$ cat src/rtl/misalign_trap_unit.sv
// misalign_trap_unit: flags misaligned fetch/load-store addresses and captures one precise trap
// into a valid/ready handshake, with a saturating event counter and sticky drop flag.
module misalign_trap_unit #(
   parameter int XLEN   = 32,
   parameter int IALIGN = 32,
   parameter int CNT_W  = 8
) (
   input  logic             clk,
   input  logic             cpu_rstn,
   input  logic             fetch_valid,
   input  logic [XLEN-1:0]  fetch_addr,
   input  logic             ls_valid,
   input  logic             ls_we,
   input  logic [1:0]       ls_size,
   input  logic [XLEN-1:0]  ls_addr,
   output logic             fetch_addr_misaligned,
   output logic             ls_addr_misaligned,
   output logic             trap_valid,
   input  logic             trap_ready,
   output logic [3:0]       trap_cause,
   output logic [XLEN-1:0]  trap_tval,
   output logic [CNT_W-1:0] err_count,
   output logic             trap_dropped,
   input  logic             clr_count
);
   typedef enum logic {IDLE, PENDING} state_t;
   state_t state, state_n;
   logic any, hs, capture, drop;
   logic [3:0] cause_n;
   logic [XLEN-1:0] tval_n;
   logic [CNT_W:0] sum;
   logic [CNT_W-1:0] count_n;
   always_comb begin
      fetch_addr_misaligned = fetch_valid & (IALIGN == 32 ? |fetch_addr[1:0] : fetch_addr[0]);
      ls_addr_misaligned = ls_valid & (ls_size == 2'd0 ? 1'b0 :
                                       ls_size == 2'd1 ? ls_addr[0] :
                                       ls_size == 2'd2 ? |ls_addr[1:0] : |ls_addr[2:0]);
      any = fetch_addr_misaligned | ls_addr_misaligned;
      trap_valid = state == PENDING;
      hs = trap_valid & trap_ready;
      // a handshake frees the slot in the same cycle, so a new trap can be taken without a bubble
      capture = any & (state == IDLE | hs);
      drop = any & (state == PENDING) & ~hs;
      state_n = capture ? PENDING : hs ? IDLE : state;
      cause_n = fetch_addr_misaligned ? 4'd0 : ls_we ? 4'd6 : 4'd4;
      tval_n = fetch_addr_misaligned ? fetch_addr : ls_addr;
      sum = {1'b0, err_count} + (CNT_W+1)'(fetch_addr_misaligned) + (CNT_W+1)'(ls_addr_misaligned);
      count_n = sum[CNT_W] ? '1 : sum[CNT_W-1:0];
   end
   always_ff @(posedge clk or negedge cpu_rstn) begin
      if (!cpu_rstn) begin
         state <= IDLE;
         trap_cause <= '0;
         trap_tval <= '0;
      end else begin
         state <= state_n;
         if (capture) begin
            trap_cause <= cause_n;
            trap_tval <= tval_n;
         end
      end
   end
   always_ff @(posedge clk or negedge cpu_rstn) begin
      if (!cpu_rstn) begin
         err_count <= '0;
         trap_dropped <= 1'b0;
      end else if (clr_count) begin
         err_count <= '0;
         trap_dropped <= 1'b0;
      end else begin
         err_count <= count_n;
         trap_dropped <= trap_dropped | drop;
      end
   end
endmodule

$ cat config.mk
export PLATFORM = sky130hd
export DESIGN_NAME = misalign_trap_unit
export DESIGN_NICKNAME = d
export VERILOG_FILES = /design/src/rtl/misalign_trap_unit.sv
export SDC_FILE = /design/constraint.sdc
export NUM_CORES = 1
export LEC_CHECK = 0
export ABC_AREA = 0
export BUFFER_PORTS_ARGS = -buffer_cell sky130_fd_sc_hd__buf_2
export CORE_MARGIN = 1.5
export CORE_UTILIZATION = 35
export CTS_BUF_LIST = sky130_fd_sc_hd__clkbuf_4
export DETAILED_ROUTE_END_ITERATION = 12
export GPL_ROUTABILITY_DRIVEN = 0
export GPL_TIMING_DRIVEN = 0
export PLACE_DENSITY = 0.64
export REMOVE_ABC_BUFFERS = 1
export SLEW_MARGIN = 20
export SYNTH_ARGS = -nofsm -noshare
export SYNTH_HDL_FRONTEND = slang
export SYNTH_SLANG_ARGS = --single-unit
$ cat constraint.sdc
create_clock -name clk -period 2.3 [get_ports clk]
set_input_delay 0.46 -clock clk [delete_from_list [all_inputs] [get_ports clk]]
set_output_delay 0.46 -clock clk [all_outputs]
set_load 0.01 [all_outputs]
Yosys cells after proc, flatten, opt, wreduce, memory -nomap -nowiden
Cells that the tools add are included.
{"block": "classes", "n_reduce_logical": 5, "n_addsub": 2, "eq_ne": 2, "n_lt_le_gt_ge": 0, "div": 0, "n_mul": 0, "bitwise_logic": 11, "mux": 11, "shift": 0}
{"cell": "two-way mux 32 bit", "count": 1}
{"cell": "two-way mux 8 bit", "count": 2}
{"cell": "adder 8 x 1 -> 9 bit", "count": 1}
{"cell": "adder 9 x 1 -> 9 bit", "count": 1}
{"cell": "AND 1 bit", "count": 6}
{"cell": "two-way mux 1 bit", "count": 6}
{"cell": "OR reduction 2 bit", "count": 2}
{"cell": "two-way mux 3 bit", "count": 1}
{"cell": "OR 1 bit", "count": 3}
{"cell": "OR reduction 3 bit", "count": 1}
{"cell": "equality test 2 x 1 -> 1 bit, second input constant", "count": 1}
{"cell": "equality test 2 bit, second input constant", "count": 1}
{"cell": "logical NOT 2 bit", "count": 1}
{"cell": "two-way mux 2 bit", "count": 1}
{"cell": "inverter 1 bit", "count": 2}
{"cell": "nonzero test 2 bit", "count": 1}
{"block": "totals", "out_inout_bits": 48, "rom_bits": 0, "elab_cells": 36, "regBits": 46, "input_bits": 73, "ram_bits": 0, "mem_count": 0, "latchBits": 0}

Longest topological paths before layout
{"block": "depth", "depth_word": 10, "ltp_mapped": 10, "ltp_nobuf": 9}

Worst setup path before layout
No wires, ideal clock.
{"block": "synth_timing", "path_kind": "input port to flip-flop", "startpoint": "in ls_size[0]", "endpoint": "reg err_count[5]", "n_path_buf": 1, "setup_time_ns": 0.130, "path_stages": 10, "arrival_time_ns": 2.194, "path_slack_ns": -0.024, "required_ns": 2.170, "cell_sequence": "a211o_2 nand3_4 inv_1 fa_1 ha_1 clkbuf_1 nand3_1 nand2_1 mux2i_1 nor2_1"}
{"block": "synth_via", "elab_chain_len": 8, "elab_cells_between_ends": 10, "cone_classes": "1 x add/sub; 2 x eq/ne; 5 x mux; 1 x bitwise; 1 x reduce/logical"}
{"item": "from (decl)", "line": "14", "text": "input logic [1:0] ls_size,"}
{"item": "equality test 2 bit", "line": "37", "text": "ls_size == 2'd2 ? |ls_addr[1:0] : |ls_addr[2:0]);"}
{"item": "two-way mux 1 bit", "line": "37"}
{"item": "two-way mux 1 bit", "line": "36", "text": "ls_size == 2'd1 ? ls_addr[0] :"}
{"item": "two-way mux 1 bit (*)", "line": "35", "text": "ls_addr_misaligned = ls_valid & (ls_size == 2'd0 ? 1'b0 :"}
{"item": "AND 1 bit (*)", "line": "35"}
{"item": "net ls_addr_misaligned", "line": "17", "text": "output logic ls_addr_misaligned,"}
{"item": "adder 9 x 1 -> 9 bit (*)", "line": "47", "text": "sum = {1'b0, err_count} + (CNT_W+1)'(fetch_addr_misaligned) + (CNT_W+1)'(ls_addr_misaligned);"}
{"item": "two-way mux 8 bit (*)", "line": "48", "text": "count_n = sum[CNT_W] ? '1 : sum[CNT_W-1:0];"}
{"item": "two-way mux 8 bit (*)", "line": "67", "text": "end else if (clr_count) begin"}
{"item": "to (signal assigned)", "line": "71", "text": "err_count <= count_n;"}
{"item": "to (decl)", "line": "22", "text": "output logic [CNT_W-1:0] err_count,"}
Mark *: on every way through the listed nets, which the timed path passes. The rest lies on a longest branch.
A chain may end at the register's enable or synchronous reset.

Worst setup path after layout
{"block": "layout_timing", "startpoint": "in ls_size[0]", "endpoint": "reg err_count[5]"}
{"block": "layout_via", "elab_chain_len": 8, "elab_cells_between_ends": 10, "cone_classes": "1 x add/sub; 2 x eq/ne; 5 x mux; 1 x bitwise; 1 x reduce/logical"}
{"item": "equality test 2 bit", "line": "37"}
{"item": "two-way mux 1 bit", "line": "37"}
{"item": "two-way mux 1 bit", "line": "36"}
{"item": "two-way mux 1 bit (*)", "line": "35"}
{"item": "AND 1 bit (*)", "line": "35"}
{"item": "adder 9 x 1 -> 9 bit (*)", "line": "47"}
{"item": "two-way mux 8 bit (*)", "line": "48"}
{"item": "two-way mux 8 bit (*)", "line": "67"}
Mark *: on every way between the ends. The rest lies on a longest branch, timed or not.

==> impl_metrics.csv <==
group,metric,value,unit
outcome,status,"completed",
hold_path,hold_class,"input port to async pin",
sta,whs,0.0412,ns
power_and_ir_drop,peakVddDrop,0.363,mV
synth,synth.top_cell.area_share,53.3,%
sta,worst_pin_slew,0.968,ns
synth,synth-simple-area-share,7.15,%
drt,vias,1937,
global_routing,grt_use_met3,4.11,%
drt,ant_nets,0,
die,coreArea,5610,µm²
power_and_ir_drop,clkPwrFrac,19.7,%
sta,fmaxAchievable,476,MHz
synth,ys_warn_count,0,
sta,drv_slew,0,
critical_path,crit_fanout,9,
synth,synth_top_family_by_area,"compound AO/OA/AOI/OAI gates",
die,die_h,79.8,µm
critical_path,path_buf_inv,2,
cts,hold_buffers,0,
drt,drt_wl_total,5740,µm
cells_and_area,stdcell_count,360,
cts,clockRootBuffer,"clkbuf_4",
sta,relSlewSlack,35.3,%
cells_and_area,syn2layout_area_growth,32.7,%
cts,clock_latency,0.35,ns
place,dp.cells,348,
drt,post_drt_wl_per_cell,16.0,µm
cells_and_area,final_util,48.8,%
place,portBuffers,118,
die,boundaryPins,121,
critical_path,critPathArrivalTime,2.35,ns
sta,finalSetupViolCount,0,
synth,syn_area,2060,µm²
power_and_ir_drop,power_frac_seq,50.4,%
power_and_ir_drop,internal_power,1.32,mW
sta,rsz0062_at_grt,"no",
synth,synth_xor_area_share,0.848,%
cells_and_area,nNetsFinal,362,
die,start_util,36.8,%
synth,avgSynthCellArea,11.9,µm²
drt,remaining_drc_errors,0,
synth,yosys-top-cells-area,"dfrtp_1, a2bb2oi_1, o22ai_1, buf_6, a21oi_1",
critical_path,cpPeakStageDelay,0.49,ns
die,die_area,6370,µm²
global_routing,grt-busiest-layer,"met2",
synth,synthCells,174,
synth,seq_area_frac_synth,53.3,%
global_routing,grt_pass1_wl,9160,µm
cts,cts.sinks,44,
cells_and_area,diodes,0,
power_and_ir_drop,power.switching,0.586,mW
drt,drt-pass1-iter-count,4,
critical_path,critPathTopFamily,"adder cells",
global_routing,antenna_found_initial,0,
cts,cts_buffer_depth,2,
global_routing,grt_max_degree,45,
critical_path,path_cells,"buf_2 -> a211o_2 -> nand3_4 -> inv_1 -> fa_1 -> ha_1 -> nand3_1 -> nand2_1 -> mux2i_1 -> nor2_1",
power_and_ir_drop,switching_share,30.7,%
sta,clock_skew,0.00246,ns
place,dp_hpwl,3480,µm
synth,synth_compound_area_share,30.1,%
power_and_ir_drop,power_density,696,nW/µm²
sta,finalCritPeriodShare,91.4,%
flow_run,max_cap_viol_count,0,
cells_and_area,drive_above_1_share,47.9,%
cts,h-tree-depth,2,
drt,drtIter0Drc,56,
sta,finalHoldViolCount,0,
critical_path,worst_path_max_delay_cell,"fa_1",
global_routing,first_global_vias,1822,
global_routing,grt_overflow_total,0,
die,rows,27,
synth,synth_cell_types,36,
power_and_ir_drop,finalPower,1.91,mW
synth,synthMuxAreaShare,0.485,%
die,die_x,79.8,µm
cells_and_area,layout_commonest_cell,"buf_2",
drt,viasPerCell,5.38,
synth,yosys_register_bits,44,
critical_path,critPathKind,"input port to register",
global_routing,grt_use_met1,24.2,%
synth,yosysTopAreaCell,"dfrtp_1",
cts,cts_tree,"yes",
cts,cts_buffers,5,
synth,synthAdderAreaFrac,1.58,%
critical_path,critPathLaunchType,"input port",
power_and_ir_drop,combPwrFrac,29.9,%
sta,period_needed,2.10,ns
critical_path,ff2ff_setup_slack,0.62,ns
global_routing,grt_use_total,18.7,%
critical_path,endpoint_kind,"register",
cells_and_area,final_cell_mix,"buf_2, dfrtp_1, o22ai_1, a2bb2oi_1, clkbuf_4",
global_routing,met2_usage,31.8,%
critical_path,critPathRequiredTime,2.55,ns
power_and_ir_drop,power.leakage,1.32,nW
cts,clk_pin_slew_worst_paths,0.12,ns
==> metal layers <==
| metal | wire length [µm] | vias up |
|---|---|---|
| met2 | 2710 | 81 |
| met1 | 2630 | 943 |
| met5 | 0 | - |
| li1 | - | 907 |
| met3 | 350 | 6 |
| met4 | 59 | 0 |
==> worst paths after layout <==
path | startpoint | cells past startpoint | to
max in group asynchronous | cpu_rstn | 2 | trap_tval[29]
hold / removal | cpu_rstn | 1 | trap_cause[2]
min in group clk | ls_we | 3 | trap_cause[1]
setup / recovery | ls_size[0] | 10 | err_count[5]
hold reg to reg | trap_tval[11] | 1 | trap_tval[11]
setup reg to reg | err_count[0] | 6 | err_count[5]
==> through the flow <==
| stage | area (µm²) | setup TNS, ns | worst slack [ns] |
|---|---|---|---|
| final | 2740 | 0 | 0.198 |
| after global routing | 2740 | 0 | 0.121 |
| after CTS | 2720 | 0 | 0.197 |
| after detailed placement | 2640 | -17.25 | -0.717 |
| after global placement | 2640 | -15.77 | -0.660 |
| after floorplan | 1960 | -0.970 | -0.175 |
==> cells by family after synthesis <==
kind of cell | after synthesis
flops | 44
compound gates | 80
xor+xnor | 2
mux | 1
other cells | 1
buf+inv | 22
simple gates | 22
fa+ha+maj | 2
==> flip-flops by register name, summed over array words and instances, names as in the netlist <==
name and flops:
err_count 8, trap_dropped 1, trap_valid 1, trap_cause 2, trap_tval 32
==> final cells by class <==
| type | count | area, µm² |
|---|---|---|
| multi-input combinational | 110 | 847 |
| fill | 562 | 2870 |
| clock buffer | 7 | 52.6 |
| timing repair buffer | 121 | 626 |
| clock inverter | 1 | 3.75 |
| tap | 72 | 90.1 |
| sequential | 44 | 1100 |
| inverter | 5 | 18.8 |
==> Yosys cell counts, drive strengths merged <==
library cell  instances
clkbuf                5
a2bb2oi              33
a31oi                 1
a211o                 1
nor2                  4
a21o                  1
inv                   5
and3                  2
a311oi                2
mux2i                 1
a21oi                 7
dfrtp                44
o21ai                 1
and2                  1
nor2b                 2
xnor2                 1
fa                    1
o22ai                33
nand4                 3
nor3                  1
buf                  12
nand2                 1
a211oi                1
nand2b                1
ha                    1
and4b                 1
conb                  1
nand3                 6
xor2                  1
==> power groups by stage <==
stage | clock network (mW) | logic, mW | registers (mW)
after floorplan | 0 | 0.240 | 1.04
after global routing | 0.431 | 0.625 | 0.978
final | 0.376 | 0.570 | 0.961
after global placement | 0 | 0.556 | 0.974
after CTS | 0.396 | 0.574 | 0.961
after detailed placement | 0 | 0.565 | 0.972
==> repair_timing <==
action	in CTS	in global routing
endpoints found under the setup margin	13	0
buffers inserted	2	0
resized for setup	0	0
Power figures use the tool's default switching activity.
